===== config.mk =====
export PLATFORM = sky130hd
export DESIGN_NAME = alu_issue_ctrl
export DESIGN_NICKNAME = d
export VERILOG_FILES = /design/src/rtl/alu_issue_ctrl.sv
export SDC_FILE = /design/constraint.sdc
export NUM_CORES = 1
export LEC_CHECK = 0
export BUFFER_PORTS_ARGS = -buffer_cell sky130_fd_sc_hd__buf_2
export CAP_MARGIN = 5
export CORE_MARGIN = 4
export CORE_UTILIZATION = 40
export DETAILED_ROUTE_END_ITERATION = 16
export HOLD_SLACK_MARGIN = 0.05
export PLACE_DENSITY_LB_ADDON = 0.3
export RECOVER_POWER = 50
export SLEW_MARGIN = 20
export SYNTH_ARGS = -nofsm -noshare
export SYNTH_HDL_FRONTEND = slang
export SYNTH_SLANG_ARGS = --single-unit

===== constraint.sdc =====
create_clock -name clk -period 1.89 [get_ports clk]
set_input_delay 0.189 -clock clk [delete_from_list [all_inputs] [get_ports clk]]
set_output_delay 0.189 -clock clk [all_outputs]
set_load 0.02 [all_outputs]

===== src/rtl/alu_issue_ctrl.sv =====
// Issue controller for the R-type ALU: accepts one decoded instruction, holds the
// ALU inputs for the operation latency, then offers the captured completion.
module alu_issue_ctrl #(
  parameter int ALU_LAT    = 2,
  parameter int DIV_CYCLES = 32
) (
  input  logic        clk,
  input  logic        reset,
  input  logic        instr_valid,
  output logic        instr_ready,
  input  logic [31:0] instr,
  input  logic [31:0] rs_data,
  input  logic [31:0] rt_data,
  output logic [31:0] alu_dataA,
  output logic [31:0] alu_dataB,
  output logic [5:0]  alu_signal,
  input  logic [31:0] alu_result,
  output logic        res_valid,
  input  logic        res_ready,
  output logic [31:0] res_data,
  output logic [4:0]  res_rd,
  output logic        res_wen,
  output logic        illegal
);

  localparam logic [5:0] FN_AND  = 6'b100100;
  localparam logic [5:0] FN_OR   = 6'b100101;
  localparam logic [5:0] FN_ADD  = 6'b100000;
  localparam logic [5:0] FN_SUB  = 6'b100010;
  localparam logic [5:0] FN_SLT  = 6'b101010;
  localparam logic [5:0] FN_SLL  = 6'b000000;
  localparam logic [5:0] FN_DIVU = 6'b011011;
  localparam logic [5:0] FN_MFHI = 6'b010000;
  localparam logic [5:0] FN_MFLO = 6'b010010;

  localparam int MAX_LAT = (DIV_CYCLES > ALU_LAT) ? DIV_CYCLES : ALU_LAT;
  localparam int CNT_W   = $clog2(MAX_LAT) + 1;

  typedef enum logic [1:0] {IDLE, EXEC, DIV, RESP} state_t;

  state_t            state, stateNext;
  logic [CNT_W-1:0]  cnt, cntNext;
  logic [31:0]       opA, opANext, opB, opBNext;
  logic [31:0]       resDataQ, resDataNext;
  logic [5:0]        fn, fnNext;
  logic [4:0]        rdQ, rdNext;
  logic              wenQ, wenNext;
  logic              illegalQ, illegalNext;
  logic [5:0]        opcode, funct;
  logic              aluActive;
  logic              unusedInstrBits;

  assign opcode          = instr[31:26];
  assign funct           = instr[5:0];
  assign unusedInstrBits = ^instr[25:16];

  function automatic logic isLegal(input logic [5:0] op, input logic [5:0] f);
    if (op != 6'b000000) return 1'b0;
    case (f)
      FN_AND, FN_OR, FN_ADD, FN_SUB, FN_SLT,
      FN_SLL, FN_DIVU, FN_MFHI, FN_MFLO: return 1'b1;
      default:                           return 1'b0;
    endcase
  endfunction

  always_ff @(posedge clk or negedge reset) begin
    if (!reset) begin
      state    <= IDLE;
      cnt      <= '0;
      opA      <= '0;
      opB      <= '0;
      fn       <= FN_ADD;
      resDataQ <= '0;
      rdQ      <= '0;
      wenQ     <= 1'b0;
      illegalQ <= 1'b0;
    end else begin
      state    <= stateNext;
      cnt      <= cntNext;
      opA      <= opANext;
      opB      <= opBNext;
      fn       <= fnNext;
      resDataQ <= resDataNext;
      rdQ      <= rdNext;
      wenQ     <= wenNext;
      illegalQ <= illegalNext;
    end
  end

  always_comb begin
    stateNext   = state;
    cntNext     = cnt;
    opANext     = opA;
    opBNext     = opB;
    fnNext      = fn;
    resDataNext = resDataQ;
    rdNext      = rdQ;
    wenNext     = wenQ;
    illegalNext = 1'b0;
    case (state)
      IDLE: begin
        if (instr_valid) begin
          rdNext      = instr[15:11];
          fnNext      = funct;
          wenNext     = 1'b0;
          resDataNext = '0;
          if (funct == FN_SLL) begin
            opANext = rt_data;
            opBNext = {27'b0, instr[10:6]};
          end else if (funct == FN_MFHI || funct == FN_MFLO) begin
            opANext = '0;
            opBNext = '0;
          end else begin
            opANext = rs_data;
            opBNext = rt_data;
          end
          if (!isLegal(opcode, funct)) begin
            // Illegal words never reach the ALU; completion carries no writeback.
            illegalNext = 1'b1;
            opANext     = '0;
            opBNext     = '0;
            fnNext      = FN_ADD;
            stateNext   = RESP;
          end else if (funct == FN_DIVU) begin
            cntNext   = CNT_W'(DIV_CYCLES - 1);
            stateNext = DIV;
          end else begin
            cntNext   = CNT_W'(ALU_LAT - 1);
            stateNext = EXEC;
          end
        end
      end
      EXEC: begin
        if (cnt == '0) begin
          resDataNext = alu_result;
          wenNext     = 1'b1;
          stateNext   = RESP;
        end else begin
          cntNext = cnt - 1'b1;
        end
      end
      DIV: begin
        // HI/LO stay inside the ALU; DIVU completes without a GPR write.
        if (cnt == '0) begin
          resDataNext = '0;
          wenNext     = 1'b0;
          stateNext   = RESP;
        end else begin
          cntNext = cnt - 1'b1;
        end
      end
      RESP: begin
        if (res_ready) stateNext = IDLE;
      end
      default: stateNext = IDLE;
    endcase
  end

  // Outside EXEC/DIV the ALU sees a harmless ADD of zeros, so DIVU never leaks.
  assign aluActive   = (state == EXEC) || (state == DIV);
  assign alu_dataA   = aluActive ? opA : 32'd0;
  assign alu_dataB   = aluActive ? opB : 32'd0;
  assign alu_signal  = aluActive ? fn  : FN_ADD;

  assign instr_ready = reset && (state == IDLE);
  assign res_valid   = (state == RESP);
  assign res_data    = resDataQ;
  assign res_rd      = rdQ;
  assign res_wen     = wenQ;
  assign illegal     = illegalQ;

endmodule

* Word-level counts from Yosys, hierarchy flattened
Index checks and enable logic that the tools add are counted.
** Word-level totals
- Flip-flop bits (word level) :: 117
- Bits of input ports :: 132
- Output and inout bits :: 111
- Logic and storage cells :: 83
** Cells by class
- $add $sub $neg :: 1
- Eq/ne operators :: 18
- Multiplexer cells :: 40
- Reductions and logical operators :: 15
** Operator list (count)
- $mux 32 :: 11
- $pmux 32 s3 :: 1
- $eq 6x6->1 const B :: 5
- $mux 6 :: 5
- $eq 6x5->1 const B :: 3
- $mux 1 :: 14
- $logic_not 6->1 :: 2
- $pmux 6 s2 :: 1
- $mux 2 :: 5
- $ne 2x2->1 const B :: 5
- $reduce_or 9->1 :: 1
- $reduce_and 4->1 :: 2
- $pmux 2 s3 :: 1
- $reduce_bool 6->1 :: 1
- $sub 6x1->6 const B :: 1
- $mux 5 :: 1
- $eq 2x2->1 const B :: 2
- $ne 2x1->1 const B :: 2
- $pmux 1 s3 :: 1
- $reduce_and 3->1 :: 1
- $reduce_bool 3->1 :: 1
- $eq 2x1->1 const B :: 1
- $logic_not 2->1 :: 1
- $logic_or 1x1->1 :: 2
- other kinds (4) :: 4

* Logic depth before layout (Yosys ltp)
- Depth in word-level cells :: 10
- Mapped depth :: 11
- Depth with buffers taken out :: 8

* Worst setup path after synthesis
No wires, ideal clock.
- Path kind :: flip-flop to output port
- Start :: register state[0]
- End :: output alu_dataA[28]
- Arrival :: 1.740 ns
- Required time :: 1.701 ns
- Slack :: -0.039 ns
- Stages on the path, launching flop included :: 7
- Path buffers :: 3
- Path through :: dfrtp_1 inv_1 ha_1 clkbuf_1 clkbuf_1 clkbuf_1 and2_1
** On the way
- Word-level cells in the longest chain between the ends :: 3
- Elaborated cells between the ends (all ways) :: 4
- Those cells by class :: eq/ne (2); mux (1); reduce/logical (1)
** Ends and longest elaborated chain
- start, declared :: line 41 : state_t state, stateNext;
- start signal, assigned :: line 78 : state <= stateNext;
- $eq 2x1->1 / $eq 2x2->1 (equally long branches) :: line 160 : assign aluActive = (state == EXEC) || (state == DIV);
- $logic_or 1x1->1 * :: line 160
- $mux 32 * :: line 161 : assign alu_dataA = aluActive ? opA : 32'd0;
- end, declared :: line 14 : output logic [31:0] alu_dataA,
Every way passes the cells marked *; elsewhere a longest branch is shown, timed or not.

* Final worst setup path
- Start :: register state[0]
- End :: output alu_dataB[14]
** On the way
- Word-level cells in the longest chain between the ends :: 3
- Elaborated cells between the ends (all ways) :: 4
- Those cells by class :: eq/ne (2); mux (1); reduce/logical (1)
** Ends and longest elaborated chain
- $eq 2x1->1 / $eq 2x2->1 (equally long branches) :: line 160
- $logic_or 1x1->1 * :: line 160
- $mux 32 * :: line 162 : assign alu_dataB = aluActive ? opB : 32'd0;
- end, declared :: line 15 : output logic [31:0] alu_dataB,
Marks and branches as above.

==> run_results.csv <==
group,metric,value,unit
grt,grt_max_degree,71,
finish,n_fill_cell,956,
synth,yosysUniqueCellTypes,46,
grt,antenna_found_initial,0,
die,start_util,41.3,%
die,ios,243,
timing,max_freq,527,MHz
finish,finalNetCount,1041,
placed_design,routabilityCongestion,0.827,
route,first_iter_violations,324,
worst_setup_path,cpPeakStageDelay,390,ps
worst_setup_path,rr_endpoint,"state[1]$_DFFE_PN0P_",
timing,slew_viol_final,0,
synth,synthCells,562,
timing,relSlewSlack,28.6,%
placed_design,dp_worst_setup_slack,6.76,ps
finish,final_cell_mix,"buf_2, dfrtp_1, nand2_1",
clock_tree,cts_htree_levels,4,
finish,drive_above_1_share,40.4,%
die,rows,42,
worst_setup_path,required,1700,ps
timing,setup_viol,3,
clock_tree,clock_path_buffers,2,
clock_tree,numCtsBuffers,17,
clock_tree,cts_sinks,117,
timing,holdWs,66.1,ps
die,die-area,15700,µm²
worst_setup_path,startpoint_type,"flip-flop",
job,max_cap_violations,0,
worst_setup_path,path_buf_inv,4,
worst_setup_path,path_class,"flip-flop to primary output",
power_and_ir_drop,leakagePower,0.00461,µW
worst_setup_path,critical_path.max_fanout,10,
clock_tree,clock_tree.root_cell,"clkbuf_16",
finish,register_area,2930,µm²
clock_tree,clk_pin_slew,50,ps
power_and_ir_drop,ir_worst_vdd,696,µV
synth,synth_fp_nets,701,
route,num_vias,5805,
timing,tightest_slew,1070,ps
placed_design,io_buffers,232,
route,wl_per_cell,18.1,µm
finish,diodes,0,
worst_setup_path,r2r_start,"cnt[0]$_DFFE_PN0P_",
worst_setup_path,ff2ff_path_depth,7,
synth,ys.flop_type,"dfrtp_1",
grt,overflow,0,
finish,syn_to_final_growth,69.7,%
worst_hold_path,hp-start,"rs_data[23]",
power_and_ir_drop,powerDensity,1240,nW/µm²
timing,fin_crit,1900,ps
die,die_h,125,µm
synth,avgSynthCellArea,9.81,µm²
outcome,status,"complete, but fails checks",
grt,grt.total_usage,22.8,%
timing,finalCritPeriodShare,100,%
route,drt-vias-per-instance,5.32,
synth,yosysSeqAreaShare,53.1,%
synth,async_reset_ff_share,100,%
synth,synth_edf_count,0,
die,die_w,125,µm
grt,grt_pass1_vias,5859,
timing,fin_skew,5.54,ps
synth,synthTopCellsByArea,"dfrtp_1, and2_1, nand2_1",
timing,hold_viol_final,0,
placed_design,place_hpwl,11400,µm
worst_setup_path,cpLargestDelayFamily,"buffers and inverters",
synth,yosysTopAreaCell,"dfrtp_1",
worst_hold_path,whs_endpoint,"opA[23]$_DFFE_PN0P_",
route,wirelength,19800,µm
synth,synth-seq-cells,117,
clock_tree,clk_latency,410,ps
route,drt_first_pass_iters,5,
worst_setup_path,end_kind,"primary output",
timing,worst_slack,-5.88,ps
synth,yosysTopAreaCellShare,52.7,%
worst_setup_path,cpMaxStageDelayCell,"dfrtp_1",
worst_setup_path,r2r_slack,60,ps
route,drc,0,
power_and_ir_drop,total_power,11600,µW
worst_hold_path,whs_path_depth,3,
die,coreArea,13300,µm²
synth,synthesis.area,5510,µm²
timing,rsz0062_at_grt,"yes",
synth,synth_warnings,0,
route,drtAntennaViolNets,0,
worst_setup_path,path_cells,"inv_2 > ha_4 > buf_12 > clkbuf_16 > and2_1 > buf_2",
outcome,failed_checks,"negative setup slack",
worst_hold_path,worstHoldPathType,"input port to flip-flop",
worst_setup_path,cp_data_arrival_time,1710,ps
grt,grt_pass1_wl,29100,µm
clock_tree,cts_tree,"done",
finish,layout_commonest_cell,"buf_2",
finish,multiInputGateArea,2540,µm²
synth_stat cells, types with 2 or more instances:
library cell,count
o21ai_1,69
dfrtp_1,116
nand2b_1,3
o21ai_0,6
and2_1,72
nor4_1,2
nor2b_1,2
mux2i_1,2
nand3_1,5
a21o_1,2
or4_4,2
o21ai_2,2
a211o_1,3
a22o_1,33
a221o_1,2
nor2_1,7
nand2_1,111
nor3_1,4
clkbuf_1,29
buf_6,3
buf_1,2
a22oi_1,37
mux2_2,5
ha_1,7
buf_2,8
inv_1,7
or3_1,2
metrics by stage:
step	cell area (µm²)	instances	utilization, %	TNS, ps
after global placement	7000	953	52.4	0
after floorplan	5510	562	-	-110
final	9350	1091	70.1	-13.0
after global routing	9350	1091	70.1	-2310
after detailed placement	7000	953	52.4	0
after CTS	8670	1076	65.0	-63.4
worst max path at each step:
stage	from	endpoint	slack, ps	cells after the start
3_5_place_dp	cnt[0]$_DFFE_PN0P_	state[1]$_DFFE_PN0P_	7	7
6_report	state[0]$_DFFE_PN0P_	alu_dataB[14]	-6	6
2_1_floorplan	state[0]$_DFFE_PN0P_	res_data[13]$_DFFE_PN0P_	-6	10
4_1_cts	state[0]$_DFFE_PN0P_	alu_signal[1]	-10	5
5_1_grt	cnt[0]$_DFFE_PN0P_	res_data[3]$_DFFE_PN0P_	-100	9
3_3_place_gp	instr[3]	cnt[3]$_DFFE_PN0P_	80	7
final cells by class:
class | instances | area share [%]
Clock buffer | 20 | 4.99
Multi-Input combinational cell | 394 | 27.2
Timing Repair Buffer | 364 | 31.9
Sequential cell | 117 | 31.3
Clock inverter | 12 | 1.89
Tap cell | 176 | 2.35
Inverter | 8 | 0.321
tightest hold or removal path: cells and delay by family:
kind	cells	cell delay [ps]
compound gates	2	170
buf+inv	1	80
registers in the layout, summed over array words and instances (netlist names):
register  count
opB          32
cnt           6
res_wen       1
opA          32
res_rd        5
res_data     32
state         2
illegal       1
fn            6
cell families after synthesis:
kind of cell	synth area share (%)
AOI/OAI and AO/OA	20.0
adders and majority gates	1.59
buffers and inverters	4.13
DFF	53.1
muxes	1.59
and+or+nand+nor	19.5
routing by layer:
metal / vias up / GRT usage [%] / part of all wire, %
met2: 332 / 37.8 / 48
met5: - / 0 / 0
met1: 2783 / 27.6 / 40
met4: 0 / 8.74 / 3.3
li1: 2637 / - / -
met3: 53 / 7.76 / 8.9
where the power goes:
part / total, µW / internal (µW) / switching, µW
Clock: 3440 / 2300 / 1130
Combinational: 5170 / 2310 / 2850
Sequential: 3020 / 2830 / 196
repair_timing:
item                       in CTS  in global routing
gates resized for setup        40                174
buffers inserted                3                  9
pin swaps                       1                  4
hold buffers                   87                  0
hold endpoints to repair      201                  0
cloned                          1                  6
setup endpoints to repair      71                 72
No activity file was read; power rests on OpenSTA's default activity.
